[src/rtl/spi_tx_fifo.sv]
// spi_tx_fifo: bus-slave byte FIFO feeding a TX-only, MSB-first SPI master.
// The CPU pushes bytes through TXDATA. The block holds spi_start_o high for a
// whole burst, so a multi-byte command goes out under one continuous
// chip-select. spi_data_o always presents the FIFO head.
// Optional feature macro: SPI_TX_IRQ_EN. It adds irq_o, the done sticky bit
// and CTRL.irq_en.
module spi_tx_fifo #(
  parameter int unsigned FifoDepth = 16
) (
  input  logic        clk_i,
  input  logic        rst_ni,
  input  logic        req_i,
  input  logic        we_i,
  input  logic [3:0]  be_i,
  input  logic [31:0] addr_i,
  input  logic [31:0] wdata_i,
  output logic        rvalid_o,
  output logic [31:0] rdata_o,
  output logic        spi_start_o,
  output logic [7:0]  spi_data_o,
  input  logic        spi_next_req_i
`ifdef SPI_TX_IRQ_EN
  ,
  output logic        irq_o
`endif
);

  localparam int unsigned PtrWidth   = $clog2(FifoDepth);
  localparam int unsigned LevelWidth = $clog2(FifoDepth) + 1;
  localparam logic [LevelWidth-1:0] FullLevel = LevelWidth'(FifoDepth);
  localparam logic [LevelWidth-1:0] ZeroLevel = {LevelWidth{1'b0}};
  localparam logic [LevelWidth-1:0] OneLevel  = LevelWidth'(1);
  localparam logic [PtrWidth-1:0]   ZeroPtr   = {PtrWidth{1'b0}};
  localparam logic [PtrWidth-1:0]   OnePtr    = PtrWidth'(1);

  localparam logic [1:0] AddrTxdata = 2'd0;
  localparam logic [1:0] AddrStatus = 2'd1;
  localparam logic [1:0] AddrCtrl   = 2'd2;

  typedef enum logic [0:0] {
    StIdle   = 1'b0,
    StActive = 1'b1
  } state_e;

  // Zero-extend (or clip) the fill level into the 8-bit STATUS field.
  function automatic logic [7:0] level_to_byte(input logic [LevelWidth-1:0] lvl);
    return 8'(lvl);
  endfunction

  logic [7:0]            mem_r [FifoDepth];
  logic [PtrWidth-1:0]   wr_ptr_r;
  logic [PtrWidth-1:0]   rd_ptr_r;
  logic [LevelWidth-1:0] level_r;
  logic [LevelWidth-1:0] level_s;
  state_e                state_r;
  state_e                state_s;
  logic                  en_r;
  logic                  en_s;
  logic                  overflow_r;
  logic                  overflow_s;
  logic                  rvalid_r;
  logic [31:0]           rdata_r;
  logic [31:0]           rdata_s;

  logic wr_s;
  logic push_req_s;
  logic push_s;
  logic drop_s;
  logic pop_s;
  logic flush_s;
  logic ctrl_wr_s;
  logic stat_wr_s;
  logic full_s;
  logic empty_s;
  logic active_s;
  logic done_bit_s;
  logic irq_en_bit_s;
  logic unused_s;

  // Address bits outside [3:2], the upper write data and the upper byte
  // enables are not decoded.
  assign unused_s = ^{addr_i[31:4], addr_i[1:0], wdata_i[31:8], be_i[3:1]};

  assign full_s   = (level_r == FullLevel);
  assign empty_s  = (level_r == ZeroLevel);
  assign active_s = (state_r == StActive);

  assign wr_s       = req_i && we_i;
  assign push_req_s = wr_s && (addr_i[3:2] == AddrTxdata) && be_i[0];
  assign ctrl_wr_s  = wr_s && (addr_i[3:2] == AddrCtrl) && be_i[0];
  assign stat_wr_s  = wr_s && (addr_i[3:2] == AddrStatus) && be_i[0];
  assign pop_s      = spi_next_req_i && !empty_s;
  // A full FIFO still accepts a byte when the master pops in the same cycle.
  assign push_s     = push_req_s && (!full_s || spi_next_req_i);
  assign drop_s     = push_req_s && full_s && !spi_next_req_i;
  // A flush must not pull the FIFO out from under an active burst.
  assign flush_s    = ctrl_wr_s && wdata_i[1] && !active_s;

  // Next fill level from push/pop/flush.
  always_comb begin
    level_s = level_r;
    if (flush_s) begin
      level_s = ZeroLevel;
    end else begin
      case ({push_s, pop_s})
        2'b10:   level_s = level_r + OneLevel;
        2'b01:   level_s = level_r - OneLevel;
        default: level_s = level_r;
      endcase
    end
  end

  // Burst FSM next state. A burst only ends at a byte boundary (a pop).
  // A start is deferred while a stray pop or a flush is draining the FIFO.
  always_comb begin
    state_s = state_r;
    case (state_r)
      StIdle: begin
        if (en_r && !empty_s && !flush_s && !pop_s) begin
          state_s = StActive;
        end else begin
          state_s = StIdle;
        end
      end
      StActive: begin
        if (pop_s && (!en_r || (level_s == ZeroLevel))) begin
          state_s = StIdle;
        end else begin
          state_s = StActive;
        end
      end
      default: state_s = StIdle;
    endcase
  end

  // Next values of the enable and overflow control bits; a set beats a W1C.
  always_comb begin
    en_s       = en_r;
    overflow_s = overflow_r;
    if (ctrl_wr_s) begin
      en_s = wdata_i[0];
    end else begin
      en_s = en_r;
    end
    if (drop_s) begin
      overflow_s = 1'b1;
    end else if (stat_wr_s && wdata_i[3]) begin
      overflow_s = 1'b0;
    end else begin
      overflow_s = overflow_r;
    end
  end

`ifdef SPI_TX_IRQ_EN
  logic irq_en_r;
  logic irq_en_s;
  logic done_r;
  logic done_s;
  logic irq_r;

  // Next values of the interrupt enable and the done sticky bit.
  always_comb begin
    irq_en_s = irq_en_r;
    done_s   = done_r;
    if (ctrl_wr_s) begin
      irq_en_s = wdata_i[2];
    end else begin
      irq_en_s = irq_en_r;
    end
    if ((state_r == StActive) && (state_s == StIdle)) begin
      done_s = 1'b1;
    end else if (stat_wr_s && wdata_i[4]) begin
      done_s = 1'b0;
    end else begin
      done_s = done_r;
    end
  end

  // Interrupt state registers; irq_o follows done/irq_en on the same edge.
  always_ff @(posedge clk_i or negedge rst_ni) begin
    if (!rst_ni) begin
      irq_en_r <= 1'b0;
      done_r   <= 1'b0;
      irq_r    <= 1'b0;
    end else begin
      irq_en_r <= irq_en_s;
      done_r   <= done_s;
      irq_r    <= irq_en_s && done_s;
    end
  end

  assign irq_o        = irq_r;
  assign done_bit_s   = done_r;
  assign irq_en_bit_s = irq_en_r;
`else
  assign done_bit_s   = 1'b0;
  assign irq_en_bit_s = 1'b0;
`endif

  // Read mux; reads return the state before this cycle's update.
  always_comb begin
    rdata_s = 32'h0000_0000;
    if (req_i && !we_i) begin
      case (addr_i[3:2])
        AddrStatus: rdata_s = {16'h0000, level_to_byte(level_r), 3'b000, done_bit_s,
                               overflow_r, active_s, empty_s, full_s};
        AddrCtrl:   rdata_s = {29'd0, irq_en_bit_s, 1'b0, en_r};
        default:    rdata_s = 32'h0000_0000;
      endcase
    end else begin
      rdata_s = 32'h0000_0000;
    end
  end

  // FIFO storage; cleared on reset so that spi_data_o starts at 0.
  always_ff @(posedge clk_i or negedge rst_ni) begin
    if (!rst_ni) begin
      for (int i = 0; i < FifoDepth; i++) begin
        mem_r[i] <= 8'h00;
      end
    end else if (push_s) begin
      mem_r[wr_ptr_r] <= wdata_i[7:0];
    end
  end

  // Pointers, level, FSM state and control registers.
  always_ff @(posedge clk_i or negedge rst_ni) begin
    if (!rst_ni) begin
      wr_ptr_r   <= ZeroPtr;
      rd_ptr_r   <= ZeroPtr;
      level_r    <= ZeroLevel;
      state_r    <= StIdle;
      en_r       <= 1'b0;
      overflow_r <= 1'b0;
    end else begin
      if (flush_s) begin
        wr_ptr_r <= ZeroPtr;
        rd_ptr_r <= ZeroPtr;
      end else begin
        if (push_s) begin
          wr_ptr_r <= wr_ptr_r + OnePtr;
        end
        if (pop_s) begin
          rd_ptr_r <= rd_ptr_r + OnePtr;
        end
      end
      level_r    <= level_s;
      state_r    <= state_s;
      en_r       <= en_s;
      overflow_r <= overflow_s;
    end
  end

  // Bus response: one-cycle rvalid pulse with registered read data.
  always_ff @(posedge clk_i or negedge rst_ni) begin
    if (!rst_ni) begin
      rvalid_r <= 1'b0;
      rdata_r  <= 32'h0000_0000;
    end else begin
      rvalid_r <= req_i;
      rdata_r  <= rdata_s;
    end
  end

  assign rvalid_o    = rvalid_r;
  assign rdata_o     = rdata_r;
  assign spi_start_o = active_s;
  // The head changes only on a pop, so the master sees a stable byte.
  assign spi_data_o  = mem_r[rd_ptr_r];

endmodule
[config.mk]
export PLATFORM = sky130hd
export DESIGN_NAME = spi_tx_fifo
export DESIGN_NICKNAME = d
export VERILOG_FILES = /design/src/rtl/spi_tx_fifo.sv
export SDC_FILE = /design/constraint.sdc
export NUM_CORES = 1
export LEC_CHECK = 0
export BUFFER_PORTS_ARGS = -buffer_cell sky130_fd_sc_hd__buf_2
export CAP_MARGIN = 20
export CORE_ASPECT_RATIO = 0.8
export CORE_MARGIN = 1
export CORE_UTILIZATION = 35
export DETAILED_ROUTE_END_ITERATION = 6
export GPL_ROUTABILITY_DRIVEN = 0
export GPL_TIMING_DRIVEN = 1
export SETUP_SLACK_MARGIN = 0.4
export SLEW_MARGIN = 10
export SYNTH_ARGS = -nofsm -noshare
export SYNTH_HDL_FRONTEND = slang
export SYNTH_SLANG_ARGS = --single-unit
[constraint.sdc]
create_clock -name clk_i -period 4.3 [get_ports clk_i]
set_clock_uncertainty 0.05 [all_clocks]
set_input_delay 0.86 -clock clk_i [delete_from_list [all_inputs] [get_ports clk_i]]
set_output_delay 0.86 -clock clk_i [all_outputs]
set_load 0.03 [all_outputs]
# [Yosys cells after proc, flatten, opt, wreduce, memory -nomap -nowiden]
# Index checks and enable logic that the tools add are counted.
[word_totals] ff_bits=177 latch_bits=0 ram_bits=0 romBits=0 mem_count=0
[classes] add_sub_neg=4 n_mul=0 div=0 magnitude_cmp=3 n_eq_ne=5 shift=0 n_mux=19 bitwise_logic=3 reduce_logical=36
[ops] op="bitwise mux 128 bit" count=1
[ops] op="binary-select mux 8 bit (select 4 bit)" count=1
[ops] op="demux 8 bit (select 4 bit)" count=1
[ops] op="2-to-1 mux 32 bit" count=1
[ops] op="case mux 13 bit (2 select lines)" count=1
[ops] op="2-to-1 mux 8 bit" count=3
[ops] op="logical AND 1 bit" count=20
[ops] op="2-to-1 mux 4 bit" count=4
[ops] op=">= comparator 5 bit (second input constant)" count=2
[ops] op="zero test 5 bit" count=2
[ops] op="NOT 4 -> 5 bit" count=2
[ops] op="case mux 5 bit (2 select lines)" count=1
[ops] op="adder 4 x 1 -> 4 bit (second input constant)" count=2
[ops] op="zero test 1 bit" count=8
[ops] op="nonzero test 2 bit" count=3
[ops] op="adder 5 x 1 -> 5 bit (second input constant)" count=1
[ops] op="== test 5 bit (second input constant)" count=1
[ops] op="< comparator 5 x 1 -> 1 bit (second input constant)" count=1
[ops] op="2-to-1 mux 5 bit" count=1
[ops] op="subtractor 5 x 1 -> 5 bit (second input constant)" count=1
[ops] op="== test 2 x 1 -> 1 bit (second input constant)" count=2
[ops] op="== test 2 bit (second input constant)" count=2
[ops] op="2-to-1 mux 1 bit" count=4
[ops] op="zero test 2 bit" count=1
[ops] op="other kinds (3)" count=4

# [Longest topological paths before layout]
# Gate-level depths: netlist of the first run.
[depth] ltp_word=12 mapped_depth=15

# [Least setup slack after synthesis of the first run]
# OpenSTA, ideal clock, no wires.
[synth_timing] kind="input-to-reg" from="in addr_i[2]" to="reg state_r, in the netlist spi_start_o" setup_ns=0.132 arrival_ns=3.290 required_ns=4.118 setup_slack_ns=0.828 stages=15 path_buffers=2 cell_sequence="inv_1 ha_1 nand4_1 a31oi_2 buf_2 inv_1 ha_1 buf_2 xor2_1 ha_1 a21oi_1 xnor2_1 or4b_1 a22oi_1 a31oi_1"
[synth_via] elab_chain_cells=12 word_cells_on_any_way=22 cone_classes="3 x eq/ne; 5 x mux; 14 x reduce/logical"
[synth_rtl] item="from (decl)" line="15" source="input logic [31:0] addr_i,"
[synth_rtl] item="zero test 2 bit" line="89" source="assign push_req_s = wr_s && (addr_i[3:2] == AddrTxdata) && be_i[0];"
[synth_rtl] item="logical AND 1 bit (2 in series)" line="89"
[synth_rtl] item="logical AND 1 bit" line="94" source="assign push_s = push_req_s && (!full_s || spi_next_req_i);"
[synth_rtl] item="== test 2 x 1 -> 1 bit / == test 2 bit (equally long branches)" line="105" source="case ({push_s, pop_s})"
[synth_rtl] item="case mux 5 bit (2 select lines)" line="105"
[synth_rtl] item="2-to-1 mux 5 bit" line="102" source="if (flush_s) begin"
[synth_rtl] item="zero test 5 bit" line="126" source="if (pop_s && (!en_r || (level_s == ZeroLevel))) begin"
[synth_rtl] item="logical OR 1 bit" line="126"
[synth_rtl] item="logical AND 1 bit" line="126"
[synth_rtl] item="2-to-1 mux 1 bit" line="126"
[synth_rtl] item="case mux 1 bit (2 select lines) *" line="117" source="case (state_r)"
[synth_rtl] item="via state_s" line="56" source="state_e state_s;"
[synth_rtl] item="to (signal assigned)" line="232" source="state_r <= StIdle;"
[synth_rtl] item="to (signal assigned)" line="248" source="state_r <= state_s;"
[synth_rtl] item="to (decl)" line="55" source="state_e state_r;"
# The timed path passes the listed nets; every way through them passes the cells marked *.
# A chain may end at the register's enable or synchronous reset.

# [Worst setup path after layout of the first run]
[layout_timing] from="reg rd_ptr_r[0]" to="out spi_data_o[7]"
[layout_via] elab_chain_cells=4
[layout_rtl] item="from (decl)" line="52" source="logic [PtrWidth-1:0] rd_ptr_r;"
[layout_rtl] item="from (signal assigned)" line="230" source="rd_ptr_r <= ZeroPtr;"
[layout_rtl] item="from (signal assigned)" line="238" source="rd_ptr_r <= ZeroPtr;"
[layout_rtl] item="from (signal assigned)" line="244" source="rd_ptr_r <= rd_ptr_r + OnePtr;"
[layout_rtl] item="NOT 4 -> 5 bit (implied by the code)" line="269" source="assign spi_data_o = mem_r[rd_ptr_r];"
[layout_rtl] item="binary-select mux 8 bit (select 4 bit)" line="269"
[layout_rtl] item="2-to-1 mux 8 bit (implied by the code) (2 in series)" line="269"
[layout_rtl] item="to (decl)" line="20" source="output logic [7:0] spi_data_o,"
# No other way between the ends. The select of a mux whose other input is x is not followed.

==> impl_results.md, run 1 <==
* DRC Markers at 0
* Synth unique cells at between 40 and 50
* Largest net degree at the start of global routing at between 100 and 150
* Async S/R FF share, synth at 100%
* Core area at about 21000 um^2
* Die area at around 22000 um^2
* Top_reg_cell synth: dfrtp_1
* DP Cell Count at between 700 and 800
* Share of layout cells above drive strength 1 at 48.2%
* Commonest non-fill, non-tap cell in the layout: dfrtp_1
* Die Wd at 165 um
* Hold WS at around 0.34 ns
* Final Power at 4.58 mW
* CTS tree: done
* Leak pwr at 4.05 nW
* Setup WS pre-CTS at 0.761 ns
* VDD IR-drop max at between 0.0002 and 0.0003 V
* Worst-margin pin slew at about 0.78 ns
* CP dominant cell by count: mux4_2
* IO Port Bufs at 34
* Reg clk slew, reported paths at 0.06 ns
* Vias per inst at ~5.1
* Iter 0 DRT Violations at 160
* CP max FO at 13
* CTS buffer count at 17
* Fin crit period at approximately 3.6 ns
* Worst-skew pair later-pin latency at 0.42 ns
* Crit Path Class: reg2out
* Post-DP Area at 7770 um^2
* Num rows at 47
* Fill count at roughly 1900
* Post-CTS setup buffers at 0
* Total GRT Usage at between 10% and 20%
* Router iterations before antenna repair at 7
* Met2 GRT Util at 26.6%
* Final setup vio count at 0
* Synthesis Warnings at 0
* CP cell instances: buf_4, mux4_2, mux4_2, buf_2
* Die Ht at around 130 um
* Post-CTS resize count at 0
* CP required at around 3.4 ns
* Fin util at 40.6%
* Cells after Synth at 502
* Commonest non-fill, non-tap cells in the layout: dfrtp_1 (153), mux2_2 (129), mux4_2 (40), buf_2 (33), conb_1 (23)
* Vias after detailed routing at 4152
* Routed Antenna Nets at 0
* Hold-fix buffers at CTS at 0
* Post-Syn Area at roughly 7400 um^2
* GR Util met1 at 22.1%
* Routed length per instance at roughly 20 um
* Crit share post-route at ~84%
* Setup_tns at 0 ns
* Max_cap viols at 0
* Status: complete, no violations
* Post-synth EDFFs at 0
* Highest clock rate at around 0.28 GHz
* Root buf cell: clkbuf_16
* I/O pin total at between 100 and 150
* Max Slew Vio Count at 0
* Top delay family on crit path: multiplexers
* P per Cell Area at ~540 nW/um^2
* Final hold violation count at 0
* Largest stage delay, worst path at roughly 0.69 ns
* Vias in the first global route at ~4500
* Worst min path class: in2async
* Starting Density at a little over a third
* Yosys reg bits at ~150
* # nets final at slightly above 600
* H-tree levels at 4
* Syn avg cell area at around 15 um^2
* Slowest CP cell: dfrtp_2
* RSZ-0062 raised after global routing: no
* Max-slew headroom at between 40% and 50%
* GRT busiest layer: met2
* Clock tree buffer depth at 2
* Clk sink count at roughly 150
* WL final at 16500 um
* DPL Wire Length at roughly 11000 um
* Final global-route overflow total at 0
* Register area share after synthesis at ~52%
* Crit path buffers/inverters at 2
* Non-filler instance count after layout at between 800 and 900
* Finished Cell Area at 8420 um^2
* Global-route wire length before repair at 26200 um
* Antenna violations before repair at 1
* CP Capture Type: primary output
* Area grow syn2layout at 13.1%
* Final worst slack at ~0.70 ns
* CP Launch Type: register
* Critical path arrival at 2.69 ns
* Met3 usage at 3.64%
-- cells by family (layout without fill, tap and decap cells) --
| family | Yosys count | count (layout) | share of synthesized area (%) |
|---|---|---|---|
| AOI/OAI and AO/OA | 18 | 18 | 1.63 |
| other | 1 | 24 | 0.0504 |
| buffers and inverters | 65 | 82 | 4.89 |
| xor gates and xnor gates | 12 | 12 | 1.41 |
| DFF | 154 | 154 | 51.8 |
| muxes | 170 | 170 | 31.8 |
| adders and majority gates | 11 | 11 | 1.85 |
| and+or+nand+nor | 71 | 71 | 6.61 |
-- metal layers --
layer | wire, um | up-vias | part of all wire, %
li1 | - | 1846 | -
met1 | 7090 | 2198 | 43
met5 | 0 | - | 0
met3 | 926 | 13 | 5.6
met2 | 8350 | 95 | 51
met4 | 163 | 0 | 0.99
-- synth_stat cells, types with 2 or more instances --
| library cell | instances | share of area (%) |
|---|---|---|
| and2_1 | 7 | 0.59 |
| dfrtp_1 | 154 | 52 |
| nand4_1 | 5 | 0.42 |
| buf_6 | 2 | 0.30 |
| nand3_1 | 2 | 0.13 |
| a22oi_1 | 2 | 0.20 |
| o21ai_0 | 2 | 0.13 |
| nand4_4 | 2 | 0.57 |
| ha_1 | 11 | 1.8 |
| xnor2_1 | 5 | 0.59 |
| inv_1 | 8 | 0.40 |
| a31oi_1 | 2 | 0.17 |
| nand2_1 | 10 | 0.50 |
| nor2_1 | 16 | 0.81 |
| clkbuf_1 | 18 | 0.91 |
| mux2_2 | 129 | 20 |
| xor2_1 | 7 | 0.82 |
| or4b_1 | 2 | 0.27 |
| buf_2 | 9 | 0.61 |
| buf_1 | 3 | 0.15 |
| nand3_2 | 12 | 1.6 |
| a21oi_1 | 6 | 0.40 |
| nor2b_1 | 3 | 0.25 |
| mux4_2 | 40 | 12 |
| buf_4 | 25 | 2.5 |
-- final timing paths --
kind,end,slack [ns],depth (start not counted),start
setup / recovery,spi_data_o[7],0.70,4,rd_ptr_r[0]
hold / removal,mem_r[32],0.34,1,rst_ni
setup reg to reg,spi_start_o,1.02,12,level_r[0]
hold reg to reg,mem_r[5],0.45,1,mem_r[5]
max in group asynchronous,mem_r[91],3.12,2,rst_ni
min in group clk_i,mem_r[5],0.45,1,mem_r[5]
-- sequential cells by signal, summed over array words and instances (netlist names) --
signal,count
en_r,1
level_r,5
mem_r,128
overflow_r,1
rd_ptr_r,4
rdata_o,9
rvalid_o,1
spi_start_o,1
wr_ptr_r,4
-- power by group --
group / internal, mW / leakage (nW) / switching (mW)
Sequential: 1.65 / 2.10 / 0.301
Clock: 0.947 / 0.296 / 0.599
Combinational: 0.548 / 1.65 / 0.541
Total: 3.14 / 4.05 / 1.44
-- area by class of cell --
class                      instances  area, um^2  area share (%)
sequential                       154        3850            45.8
multi-input combinational        305        3310            39.3
clock buffer                      19         453            5.38
tap                              269         337            4.00
timing repair buffer              42         269            3.20
clock inverter                    13         166            1.98
inverter                           8        30.0           0.357
antenna                            1        2.50          0.0297
(Power assumes the default switching activity.)
==> inputs of run 2 (changes only) <==
- clock period: 4.3 -> 3.6 ns (I/O delays scaled with it)
==> impl_results.md, run 2 (same netlist as run 1, synthesis figures left out) <==
* Iter 0 DRT Violations at 251
* DPL Wire Length at ~10000 um
* Highest clock rate at approximately 0.32 GHz
* CP required at between 2 and 3 ns
* Num rows at 47
* Max reg flops at 128
* Fin util at 41.4%
* Crit path from: rd_ptr_r[0]
* VDD IR-drop max at ~0.00038 V
* DRC Markers at 0
* Vias in the first global route at approximately 4400
* IO Port Bufs at 34
* Vias per inst at between 5 and 6
* Antenna violations before repair at 0
* CTS tree: done
* Largest net degree at the start of global routing at 78
* Post-DP Area at between 7000 and 8000 um^2
* Final setup vio count at 0
* Share of layout cells above drive strength 1 at between 50% and 60%
* Reg clk slew, reported paths at approximately 0.060 ns
* H-tree levels at 4
* Crit path to: spi_data_o[5]
* Routed length per instance at 20.2 um
* FF-to-FF Start: level_r[2]
* Leak pwr at between 4 and 5 nW
* Router iterations before antenna repair at 4
* P per Cell Area at between 600 and 700 nW/um^2
* Global-route wire length before repair at 25800 um
* Vias after detailed routing at about 4200
* Setup_tns at 0 ns
* Reg-to-reg endpoint: spi_start_o
* Core area at 20800 um^2
* Die Wd at 165 um
* Area grow syn2layout at 15.4%
* RSZ-0062 raised after global routing: yes
* Max-slew headroom at roughly 50%
* Final hold violation count at 0
* Root buf cell: clkbuf_16
* # nets final at about 620
* Starting Density at between 30 and 40%
* CP Launch Type: register
* Max_cap viols at 0
* I/O pin total at roughly 120
* Die Ht at 132 um
* Total GRT Usage at 16.1%
* Worst min path class: in2async
* CTS buffer count at 17
* Fin crit period at ~3.1 ns
* Clk sink count at ~150
* Worst-margin pin slew at about 0.75 ns
* Routed Antenna Nets at 0
* Status: complete, no violations
* Max Slew Vio Count at 0
* Die area at roughly 22000 um^2
* Critical path arrival at 2.35 ns
* Worst-skew pair later-pin latency at around 0.43 ns
* Clock tree buffer depth at 2
* Reg with most FFs: mem_r
* Commonest non-fill, non-tap cell in the layout: dfrtp_1
* Reg2Reg Depth at 12
* Final global-route overflow total at 0
* Commonest non-fill, non-tap cells in the layout: dfrtp_1 (151), mux2_2 (129), mux4_2 (40), buf_2 (33), conb_1 (23)
* Inserted Diodes at 0
* CP Capture Type: primary output
* Crit Path Class: reg2out
* Crit share post-route at between 80% and 90%
* WL final at around 17000 um
* CP max FO at 9
* FF-to-FF setup slack at about 0.59 ns
* Finished Cell Area at 8590 um^2
==> run 2: power by group <==
group | switching [mW] | internal (mW) | total [mW]
Combinational | 0.791 | 0.772 | 1.56
Sequential | 0.266 | 1.97 | 2.24
Clock | 0.702 | 1.25 | 1.95
==> run 2: layout make-up <==
type	count	area (um^2)
Inverter	8	30.0
Clock inverter	11	193
Timing Repair Buffer	51	383
Fill cell	1871	12200
Multi-Input combinational cell	305	3340
Tap cell	269	337
Clock buffer	21	450
Sequential cell	154	3860
==> run 2: per-layer routing <==
| layer | vias to the layer above | GRT usage, % | part of all wire [%] | wire length, um |
|---|---|---|---|---|
| met3 | 14 | 4.11 | 4.2 | 701 |
| met4 | 0 | 4.23 | 0.96 | 159 |
| li1 | 1867 | - | - | - |
| met2 | 77 | 24.5 | 48 | 7900 |
| met1 | 2228 | 22.7 | 47 | 7750 |
| met5 | - | 0 | 0 | 0 |
==> run 2: how the worst min path moves through the flow <==
| stage | startpoint | endpoint | slack, ns | depth (start not counted) |
|---|---|---|---|---|
| 5_1_grt | rst_ni | mem_r[107] | 0.32 | 1 |
| 6_report | rst_ni | mem_r[91] | 0.24 | 1 |
| 2_1_floorplan | rst_ni | en_r | 0.37 | 0 |
| 4_1_cts | rst_ni | mem_r[56] | 0.30 | 1 |
| 3_3_place_gp | overflow_r | overflow_r | 0.42 | 2 |
| 3_5_place_dp | overflow_r | overflow_r | 0.42 | 2 |
==> run 2: through the flow <==
step | hold WS, ns | power [mW] | instances | setup WS (ns)
floorplan | 0.374 | 3.33 | 524 | 0.405
global placement | 0.421 | 3.61 | 780 | 0.339
detailed placement | 0.420 | 3.67 | 780 | 0.227
CTS | 0.297 | 5.63 | 812 | 0.395
global route | 0.316 | 6.04 | 819 | 0.389
finish | 0.241 | 5.75 | 819 | 0.479
==> run 2: worst max-delay path, stage by stage, from the launching register on <==
cell and delay, ns:
dfrtp_2 0.37, buf_12 0.14, buf_16 0.16, mux4_2 0.55, mux4_2 0.50, buf_2 0.20
==> run 2: timing repair <==
item | in CTS | in global routing
gates cloned | 0 | 4
setup buffers | 0 | 3
setup endpoints to repair | 3 | 10
hold buffers | 0 | 0
resized for setup | 1 | 7
pin swaps | 1 | 1
